--- src/rtl/code_decoder_3to8_buf_pkg.sv ---
`default_nettype none
// ============================================================================
// Package     : code_dec_pkg
// Description : Shared types, widths and helpers for the 3-to-8 decode buffer.
//               DEC_ACTIVE_LOW_EN selects active-low decoded lines.
// Revision    : 1.0 - initial release
// ============================================================================
package code_dec_pkg;

    localparam int CODE_W = 3;
    localparam int LINE_W = 8;

    typedef logic [CODE_W-1:0] code_t;
    typedef logic [LINE_W-1:0] line_t;

`ifdef DEC_ACTIVE_LOW_EN
    localparam line_t LINE_IDLE = 8'hFF;
`else
    localparam line_t LINE_IDLE = 8'h00;
`endif

    function automatic line_t to_onehot(input code_t c);
        return line_t'(1) << c;
    endfunction

endpackage
`default_nettype wire

--- src/rtl/code_decoder_3to8_buf_if.sv ---
`default_nettype none
// ============================================================================
// Interface   : code_decoder_3to8_buf_if
// Description : Code-in and decoded-line-out valid/ready handshakes.
// Revision    : 1.0 - initial release
// ============================================================================
interface code_decoder_3to8_buf_if;
    import code_dec_pkg::*;

    logic  in_valid;
    code_t in_code;
    logic  in_ready;
    logic  out_valid;
    line_t out_onehot;
    logic  out_ready;

    modport master (
        output in_valid, in_code, out_ready,
        input  in_ready, out_valid, out_onehot
    );

    modport slave (
        input  in_valid, in_code, out_ready,
        output in_ready, out_valid, out_onehot
    );
endinterface
`default_nettype wire

--- src/rtl/code_decoder_3to8_buf_fifo.sv ---
`default_nettype none
// ============================================================================
// Module      : code_fifo
// Description : DEPTH x W FIFO with occupancy level and look-ahead head data.
// Revision    : 1.0 - initial release
// ============================================================================
module code_fifo #(
    parameter int DEPTH = 4,
    parameter int W     = 3,
    parameter int LVL_W = $clog2(DEPTH) + 1
) (
    input  wire logic             clk,
    input  wire logic             rst_n,
    input  wire logic             push_i,
    input  wire logic             pop_i,
    input  wire logic [W-1:0]     wdata_i,
    output logic      [W-1:0]     rdata_next_o,
    output logic      [LVL_W-1:0] level_o,
    output logic      [LVL_W-1:0] level_next_o,
    output logic                  full_o,
    output logic                  empty_o
);
    localparam int PTR_W = $clog2(DEPTH);

    logic [W-1:0]     mem_q [DEPTH];
    logic [PTR_W-1:0] wr_ptr_q, wr_ptr_d;
    logic [PTR_W-1:0] rd_ptr_q, rd_ptr_d;
    logic [LVL_W-1:0] level_q, level_d;

    always_comb begin
        wr_ptr_d = push_i ? wr_ptr_q + PTR_W'(1) : wr_ptr_q;
        rd_ptr_d = pop_i  ? rd_ptr_q + PTR_W'(1) : rd_ptr_q;
        level_d  = level_q;
        case ({push_i, pop_i})
            2'b10:   level_d = level_q + LVL_W'(1);
            2'b01:   level_d = level_q - LVL_W'(1);
            default: level_d = level_q;
        endcase
    end

    // The head after this edge may be the entry being written right now.
    assign rdata_next_o = (push_i && (rd_ptr_d == wr_ptr_q)) ? wdata_i : mem_q[rd_ptr_d];
    assign level_o      = level_q;
    assign level_next_o = level_d;
    assign full_o       = (level_q == LVL_W'(DEPTH));
    assign empty_o      = (level_q == '0);

    always_ff @(posedge clk) begin
        if (push_i) begin
            mem_q[wr_ptr_q] <= wdata_i;
        end
    end

    always_ff @(posedge clk or negedge rst_n) begin
        if (!rst_n) begin
            wr_ptr_q <= '0;
            rd_ptr_q <= '0;
            level_q  <= '0;
        end else begin
            wr_ptr_q <= wr_ptr_d;
            rd_ptr_q <= rd_ptr_d;
            level_q  <= level_d;
        end
    end
endmodule
`default_nettype wire

--- src/rtl/code_decoder_3to8_buf.sv ---
`default_nettype none
// ============================================================================
// Module      : code_decoder_3to8_buf
// Description : Buffered 3-to-8 decoder with sticky line flags and overflow.
//               DEC_ACTIVE_LOW_EN inverts out_onehot (idle 8'hFF).
// Revision    : 1.0 - initial release
// ============================================================================
module code_decoder_3to8_buf
    import code_dec_pkg::*;
#(
    parameter int DEPTH = 4,
    parameter int LVL_W = $clog2(DEPTH) + 1
) (
    input  wire logic               clk,
    input  wire logic               rst_n,
    code_decoder_3to8_buf_if.slave  bus,
    output logic      [LVL_W-1:0]   level,
    output line_t                   sticky,
    input  wire line_t              sticky_clr,
    output logic                    overflow,
    input  wire logic               ovf_clr
);
    logic             push_w;
    logic             pop_w;
    logic             full_w;
    logic             empty_w;
    code_t            head_next_w;
    logic [LVL_W-1:0] level_next_w;

    line_t onehot_q, onehot_d;
    line_t sticky_q, sticky_d;
    logic  ovf_q, ovf_d;

    assign push_w = bus.in_valid && !full_w;
    assign pop_w  = !empty_w && bus.out_ready;

    code_fifo #(
        .DEPTH (DEPTH),
        .W     (CODE_W),
        .LVL_W (LVL_W)
    ) u_fifo (
        .clk          (clk),
        .rst_n        (rst_n),
        .push_i       (push_w),
        .pop_i        (pop_w),
        .wdata_i      (bus.in_code),
        .rdata_next_o (head_next_w),
        .level_o      (level),
        .level_next_o (level_next_w),
        .full_o       (full_w),
        .empty_o      (empty_w)
    );

    // XOR with the idle pattern yields the selected output polarity.
    always_comb begin
        onehot_d = (level_next_w != '0) ? (to_onehot(head_next_w) ^ LINE_IDLE) : LINE_IDLE;
        sticky_d = (sticky_q & ~sticky_clr) | (push_w ? to_onehot(bus.in_code) : '0);
        ovf_d    = (ovf_q & ~ovf_clr) | (bus.in_valid & full_w);
    end

    always_ff @(posedge clk or negedge rst_n) begin
        if (!rst_n) begin
            onehot_q <= LINE_IDLE;
            sticky_q <= '0;
            ovf_q    <= 1'b0;
        end else begin
            onehot_q <= onehot_d;
            sticky_q <= sticky_d;
            ovf_q    <= ovf_d;
        end
    end

    assign bus.in_ready   = !full_w;
    assign bus.out_valid  = !empty_w;
    assign bus.out_onehot = onehot_q;
    assign sticky         = sticky_q;
    assign overflow       = ovf_q;
endmodule
`default_nettype wire

--- src/flat_wrapper.sv ---
// flat-port wrapper written by rule: the top's interface ports become plain ports
module code_decoder_3to8_buf_flat import code_dec_pkg::*;
#(
    parameter int DEPTH = 4,
    parameter int LVL_W = $clog2(DEPTH) + 1
)
  (clk, rst_n, level, sticky, sticky_clr, overflow, ovf_clr, bus_in_valid, bus_in_code, bus_out_ready, bus_in_ready, bus_out_valid, bus_out_onehot);
  code_decoder_3to8_buf_if bus_i ();
  input  wire logic clk;
  input  wire logic rst_n;
  output logic      [LVL_W-1:0] level;
  output line_t sticky;
  input  wire line_t sticky_clr;
  output logic overflow;
  input  wire logic ovf_clr;
  input wire logic [$bits(bus_i.in_valid)-1:0] bus_in_valid;
  input wire logic [$bits(bus_i.in_code)-1:0] bus_in_code;
  input wire logic [$bits(bus_i.out_ready)-1:0] bus_out_ready;
  output wire logic [$bits(bus_i.in_ready)-1:0] bus_in_ready;
  output wire logic [$bits(bus_i.out_valid)-1:0] bus_out_valid;
  output wire logic [$bits(bus_i.out_onehot)-1:0] bus_out_onehot;
  assign bus_i.in_valid = bus_in_valid;
  assign bus_i.in_code = bus_in_code;
  assign bus_i.out_ready = bus_out_ready;
  assign bus_in_ready = bus_i.in_ready;
  assign bus_out_valid = bus_i.out_valid;
  assign bus_out_onehot = bus_i.out_onehot;
  code_decoder_3to8_buf #(.DEPTH(DEPTH), .LVL_W(LVL_W)) u_core (.clk(clk), .rst_n(rst_n), .bus(bus_i), .level(level), .sticky(sticky), .sticky_clr(sticky_clr), .overflow(overflow), .ovf_clr(ovf_clr));
endmodule
--- config.mk ---
export PLATFORM = sky130hd
export DESIGN_NAME = code_decoder_3to8_buf_flat
export DESIGN_NICKNAME = d
export VERILOG_FILES = /design/src/rtl/code_decoder_3to8_buf_pkg.sv /design/src/rtl/code_decoder_3to8_buf_if.sv /design/src/rtl/code_decoder_3to8_buf_fifo.sv /design/src/rtl/code_decoder_3to8_buf.sv /design/src/flat_wrapper.sv
export SDC_FILE = /design/constraint.sdc
export NUM_CORES = 1
export LEC_CHECK = 0
export BUFFER_PORTS_ARGS = -buffer_cell sky130_fd_sc_hd__buf_2
export CELL_PAD_IN_SITES_DETAIL_PLACEMENT = 1
export CELL_PAD_IN_SITES_GLOBAL_PLACEMENT = 1
export CORE_ASPECT_RATIO = 0.8
export CORE_MARGIN = 10
export CORE_UTILIZATION = 45
export CTS_CLUSTER_SIZE = 12
export DETAILED_ROUTE_END_ITERATION = 6
export PLACE_DENSITY = 0.9
export SETUP_SLACK_MARGIN = 0.02
export SYNTH_ARGS = -nofsm -noshare
export SYNTH_HDL_FRONTEND = slang
export SYNTH_SLANG_ARGS = --single-unit
--- constraint.sdc ---
create_clock -name clk -period 6.3 [get_ports clk]
set_input_delay 0.63 -clock clk [delete_from_list [all_inputs] [get_ports clk]]
set_output_delay 0.63 -clock clk [all_outputs]
set_load 0.005 [all_outputs]
== After elaboration in Yosys (flattened, before gate mapping) ==
Memory sizes are Yosys's and may differ from the RTL's.
Cells that the tools add are included.

* Flip-flop bits (word level): 24
* Bits in writable memories: 12
* Input port bits: 16
* Output and inout port bits: 22
* Logic and storage cells: 38
* Memories kept: 1

{| class="wikitable"
|+ Memories
! memory !! depth !! bits a word !! rd ports !! clocked after Yosys merged registers in !! wr ports !! RTL line !! source
|-
| u_core.u_fifo.mem_q || 4 || 3 || 1 || 0 || 1 || code_decoder_3to8_buf_fifo.sv:25 || <nowiki>logic [W-1:0] mem_q [DEPTH];</nowiki>
|}

* Add/subtract/negate cells: 4
* Eq/ne operators: 4
* Shift-type cells: 2
* Muxes and demuxes: 7
* Bitwise gates (word level): 7
* Reduce and logical (&&, ||, !) cells: 7

{| class="wikitable"
|+ Operator list
! operator !! number
|-
| two-way mux 8 bit || 2
|-
| left shift 1 x 3 -> 8 bit (first input constant) || 2
|-
| AND 8 bit || 1
|-
| inverter 8 bit || 1
|-
| bitwise OR 8 bit || 1
|-
| one-hot mux 3 bit (2 select lines) || 1
|-
| adder 2 x 1 -> 2 bit (second input constant) || 2
|-
| adder 3 x 1 -> 3 bit (second input constant) || 1
|-
| == test 3 bit (second input constant) || 1
|-
| logical AND 1 bit || 3
|-
| logical NOT 3 bit || 1
|-
| two-way mux 3 bit || 1
|-
| nonzero test 3 bit || 1
|-
| subtractor 3 x 1 -> 3 bit (second input constant) || 1
|-
| AND 1 bit || 2
|-
| == test 2 x 1 -> 1 bit (second input constant) || 1
|-
| == test 2 bit || 1
|-
| == test 2 bit (second input constant) || 1
|-
| logical NOT 1 bit || 2
|-
| two-way mux 1 bit || 2
|-
| two-way mux 2 bit || 1
|-
| inverter 1 bit || 1
|-
| bitwise OR 1 bit || 1
|}

== Depth between registers and ports, before layout ==
* Depth in word-level cells: 9
* Mapped depth: 14
* Mapped depth without buffers: 12

== Modules after synthesis ==
From an unflattened synthesis, not the netlist that was laid out.

* Cell total of the unflattened synthesis: 121
* Area total of the unflattened synthesis: 1580.3 um^2

{| class="wikitable"
|+ By module, submodules not included
! module !! instances !! cells each !! area an instance (um^2) !! sequential area each (um^2)
|-
| code_fifo || 1 || 63 || 928.4 || 535.5
|-
| code_decoder_3to8_buf || 1 || 58 || 651.9 || 425.4
|}

== Least setup slack after synthesis ==
Ideal clock, no wire load.

* Path type: register -> register
* Start point: reg u_core.u_fifo.level_q[1], in the netlist u_core.u_fifo.level_o[1]
* End point: reg u_core.onehot_q[0], in the netlist u_core.bus.out_onehot[0]
* Setup time: 135 ps
* Data arrival time: 2663 ps
* Data required time: 6165 ps
* Slack: 3501 ps
* Cell stages (with the launch flop): 15
* Path buffers: 2
* Period minus slack after synthesis: 2799 ps
* Cell sequence: dfrtp_1 -> or3b_1 -> buf_2 -> and2_1 -> buf_6 -> clkinv_4 -> ha_1 -> inv_1 -> fa_1 -> xor2_1 -> nor2_1 -> xnor2_1 -> inv_1 -> o31ai_2 -> nor3_1

* Elaborated cells on any way between the ends: 19

{| class="wikitable"
|+ RTL lines
! item !! RTL line !! source
|-
| from (decl) || code_decoder_3to8_buf_fifo.sv:28 || <nowiki>logic [LVL_W-1:0] level_q, level_d;</nowiki>
|-
| from (signal assigned) || code_decoder_3to8_buf_fifo.sv:62 || <nowiki>level_q <= level_d;</nowiki>
|-
| == test 3 bit * || code_decoder_3to8_buf_fifo.sv:45 || <nowiki>assign full_o = (level_q == LVL_W'(DEPTH));</nowiki>
|-
| logical NOT 1 bit * || - ||
|-
| net bus_in_ready || flat_wrapper.sv:19 || <nowiki>output wire logic [$bits(bus_i.in_ready)-1:0] bus_in_ready;</nowiki>
|-
| logical AND 1 bit * || code_decoder_3to8_buf.sv:34 || <nowiki>assign push_w = bus.in_valid && !full_w;</nowiki>
|-
| == test 2 x 1 -> 1 bit or == test 2 bit (tied branches) || code_decoder_3to8_buf_fifo.sv:34 || <nowiki>case ({push_i, pop_i})</nowiki>
|-
| one-hot mux 3 bit (2 select lines) * || code_decoder_3to8_buf_fifo.sv:34 ||
|-
| net u_core.level_next_w[2] || code_decoder_3to8_buf.sv:28 || <nowiki>logic [LVL_W-1:0] level_next_w;</nowiki>
|-
| nonzero test 3 bit * || code_decoder_3to8_buf.sv:56 || <nowiki>onehot_d = (level_next_w != '0) ? (to_onehot(head_next_w) ^ LINE_IDLE) : LINE_IDLE;</nowiki>
|-
| two-way mux 8 bit * || code_decoder_3to8_buf.sv:56 ||
|-
| net u_core.onehot_d[0] || code_decoder_3to8_buf.sv:30 || <nowiki>line_t onehot_q, onehot_d;</nowiki>
|-
| to (signal assigned) || code_decoder_3to8_buf.sv:67 || <nowiki>onehot_q <= onehot_d;</nowiki>
|-
| to (decl) || code_decoder_3to8_buf.sv:30 ||
|}

Mark *: on every way through the listed nets, which the timed path passes. The rest lies on a longest branch.
A chain may end at the register's enable or synchronous reset.

== Final worst setup path ==
* Start point: reg u_core.u_fifo.level_q[2], in the netlist u_core.u_fifo.level_o[2]
* End point: reg u_core.onehot_q[3], in the netlist u_core.bus.out_onehot[3]

* Elaborated cells on any way between the ends: 19

{| class="wikitable"
|+ RTL lines
! item !! RTL line
|-
| == test 3 bit or logical NOT 3 bit (tied branches) || code_decoder_3to8_buf_fifo.sv:45, code_decoder_3to8_buf_fifo.sv:46
|-
| logical NOT 1 bit, on equally long branches || code_decoder_3to8_buf.sv:34, code_decoder_3to8_buf.sv:35
|-
| logical AND 1 bit, on equally long branches || code_decoder_3to8_buf.sv:34, code_decoder_3to8_buf.sv:35
|-
| == test 2 x 1 -> 1 bit or == test 2 bit (tied branches) || code_decoder_3to8_buf_fifo.sv:34
|-
| one-hot mux 3 bit (2 select lines) * || code_decoder_3to8_buf_fifo.sv:34
|-
| net u_core.level_next_w[2] || code_decoder_3to8_buf.sv:28
|-
| nonzero test 3 bit * || code_decoder_3to8_buf.sv:56
|-
| two-way mux 8 bit * || code_decoder_3to8_buf.sv:56
|-
| net u_core.onehot_d[3] || code_decoder_3to8_buf.sv:30
|}

Marked as above.

==> results.md <==
* Status: completed
* Vias per std cell at 5.30
* Worst Setup End Kind: register
* Tot GR Track Use at 0.141
* I/O pins at 38
* Crit path max-delay family: simple AND/OR/NAND/NOR gates
* Worst-path clk slew at 80 ps
* Nets at roughly 220
* Die area at 6960 um^2
* Routed len/inst at between 15 and 20 um
* Hold_buf cts at 0
* # port buffers at 37
* Slew @ Worst Pin at 616 ps
* Worst relative slew slack at 0.589
* Area of placed instances at 2020 um^2
* Deepest clock path buffer count at 2
* Yosys warns at 0
* Synth cell types at 46
* Share of cells above drive strength 1 at 0.291
* Gr ovfl total at 0
* Post-Synth XOR/XNOR Area at 0.0340
* Sequential element share of the synthesized area at 0.533
* Critical Path Max Stage Delay at 500 ps
* Core area at 3830 um^2
* CP Class: register to register
* Combinational power share at 0.430
* Fin. Hold Viols at 0
* Tmin final at 3150 ps
* M3 GR Usage at 0.0591
* Fin. max-slew vios at 0
* Final setup vio count at 0
* Post-CTS Setup Repair Bufs at 0
* DPL Wire Length at 3630 um
* Post-synth EDFFs at 12
* Sw power at 0.000420 W
* Worst setup endpoint: u_core.bus.out_onehot[3]
* Area of the multi-input gates at 717 um^2
* Skew final at 3.95 ps
* CTS sink count at 36
* CP required at 6470 ps
* Mapped cell area at 1800 um^2
* # diodes at 0
* Crit path cell chain: or3b_1 -> and2_1 -> clkinv_4 -> ha_1 -> inv_1 -> fa_1 -> xor2_1 -> nor2_1 -> xnor2_1 -> inv_1 -> o31ai_2 -> nor3_1
* Area fraction in and, or, nand and nor cells after synthesis at 0.157
* Worst R2R Start: u_core.u_fifo.level_o[2]
* Seq pwr share at 0.370
* Htree depth at 2
* Chip Width at 90.8 um
* Post-synthesis mux area share at 0.0603
* Final setup TNS at 0 ps
* Residual DRC at 0
* Post-synthesis compound-gate area fraction at 0.101
* Vias in the first global route at between 1000 and 1500
* CP Depth at 12
* Reg2reg setup slack at 3150 ps
* FFs w/ async S/R, synth at 0.667
* RePlAce Congestion at 0.790
* Reg-to-reg endpoint: u_core.bus.out_onehot[3]
* Syn nets at 181
* Max Cap Viol at 0
* F_max at 0.318 GHz
* Synth top area share at 0.333
* Routed WL at about 4700 um
* CTS buffer count at 5
* Routed vias at roughly 1300
* Layer with the highest usage: met2
* Yosys top cell by area: dfrtp_1
* Cell area power density at 484 nW/um^2
* Hold Crit Class: input pin to asynchronous set/reset pin
* RSZ-0062 raised after global routing: no
* Max VDD drop at 0.000321 V
* Starting Density at 0.471
* Hold slack at 315 ps
* Initial antenna violation count at 0
* Tcrit/Tclk final at 0.500
* Register Area at 961 um^2
* CP bufs+invs at 3
* Die H at 76.6 um
* Mapped Cells at 159
* Critical path's slowest cell: or3b_1
* DRT Pass-1 Iters at 4
* Fin util at 0.557
* Drt initial violations at 36
* Synth area leaders: dfrtp_1, edfxtp_1, inv_1
* P&R area growth vs syn at 18.1%
* Clock power share at 0.199
* CP Launch Type: register
* Top FF cell, synth: dfrtp_1
* CP most frequent cell: inv_1
* Crit path DAT at about 3300 ps
* FP Rows at 20
* Clk root buf: clkbuf_8
* # fillers at ~430
* Combinational family with the most area after synthesis: simple AND/OR/NAND/NOR gates
* Crit path from: u_core.u_fifo.level_o[2]
* Internal power at 0.000610 W
* Post-Synth Adder-Cell Area at 0.0458
* Number of synthesized register bits at 36
* Antenna-violating nets left at 0
* Reg2Reg Depth at 12
* Largest net degree at the start of global routing at 25
* First-pass GRT wire length at 7800 um
* Met1 usage in global routing at 0.158
* Global routing usage on met2 at 0.242
* TritonCTS clock tree: yes
* LEAKAGE at slightly below 1 nW
* CP Max Fanout at 7
* Switching part of the total at 0.408
* Clk_lat worst skew at 300 ps
* Post-route cell area at 2130 um^2
* Post-CTS sizing at 0
* Mean post-synth cell area at 11.3 um^2
## metal layers
| layer | share of wire | vias up | wire length, um |
|---|---|---|---|
| li1 | - | 628 | - |
| met2 | 0.53 | 22 | 2490 |
| met4 | 0.010 | 0 | 47 |
| met5 | 0 | - | 0 |
| met1 | 0.40 | 675 | 1880 |
| met3 | 0.058 | 6 | 274 |
## logic make-up (layout without fill, tap and decap cells)
logic type / after synthesis / after routing
simple gates: 50 / 50
flops: 36 / 36
buf+inv: 30 / 67
compound gates: 20 / 20
mux: 10 / 10
xor+xnor: 7 / 7
fa+ha+maj: 6 / 6
## through the flow
stage / cells / total power [W] / setup WS, ps
finish: 251 / 0.00103 / 3150
CTS: 251 / 0.00104 / 3160
floorplan: 159 / 0.000695 / 3500
detailed placement: 243 / 0.000826 / 3170
global placement: 243 / 0.000789 / 3350
global route: 251 / 0.00111 / 2890
## synth_stat cells, types with 2 or more instances
cell      count
dfrtp_1      24
inv_1        20
nor3_1       13
edfxtp_1     12
nand2_1      10
o22ai_1       7
clkbuf_1      6
mux2i_1       6
and3_1        5
ha_1          5
xnor2_1       4
mux2_2        3
nor2_1        3
nor4_1        3
xor2_1        3
nand2b_1      2
o21ai_0       2
o32ai_1       2
or3_1         2
## area by class of cell
| cell class | count | area share |
|---|---|---|
| multi-input combinational | 93 | 0.336 |
| clock buffer | 5 | 0.0323 |
| timing repair buffer | 37 | 0.0869 |
| inverter | 22 | 0.0411 |
| clock inverter | 3 | 0.0200 |
| tap | 55 | 0.0323 |
| sequential | 36 | 0.451 |
## registers in the layout (all words and copies together) (netlist names)
signal,cells
u_core.overflow,1
u_core.u_fifo.rd_ptr_q,2
u_core.u_fifo.wr_ptr_q,2
u_core.u_fifo.level_o,3
u_core.u_fifo.mem_q,12
u_core.sticky,8
u_core.bus.out_onehot,8
## how the worst min path moves through the flow
stage	startpoint	to	slack [ps]	cells after the start
final	rst_n	u_core.u_fifo.rd_ptr_q[0]	310	1
after global routing	rst_n	u_core.sticky[3]	340	1
after CTS	rst_n	u_core.u_fifo.wr_ptr_q[0]	320	1
after detailed placement	u_core.sticky[3]	u_core.sticky[3]	530	2
after global placement	u_core.sticky[1]	u_core.sticky[1]	510	2
after floorplan	rst_n	u_core.bus.out_onehot[0]	330	0
## power groups by stage
stage,logic (W),clock network [W],registers [W]
floorplan,0.000348,0,0.000347
global placement,0.000415,0,0.000374
CTS,0.000447,0.000210,0.000382
finish,0.000443,0.000205,0.000382
detailed placement,0.000442,0,0.000384
global route,0.000493,0.000224,0.000394
## placed cells by master (no fill, tap or decap), types with 2 or more instances in the layout
master / count
inv_1: 20
mux2_2: 3
buf_2: 37
nand2_1: 10
ha_1: 5
o21ai_0: 2
o22ai_1: 7
xor2_1: 3
nor4_1: 3
xnor2_1: 4
clkbuf_8: 5
or3_1: 2
and3_1: 5
nor2_1: 3
edfxtp_1: 12
dfrtp_1: 24
nor3_1: 13
mux2i_1: 6
nand2b_1: 2
o32ai_1: 2
(Power assumes the default switching activity.)
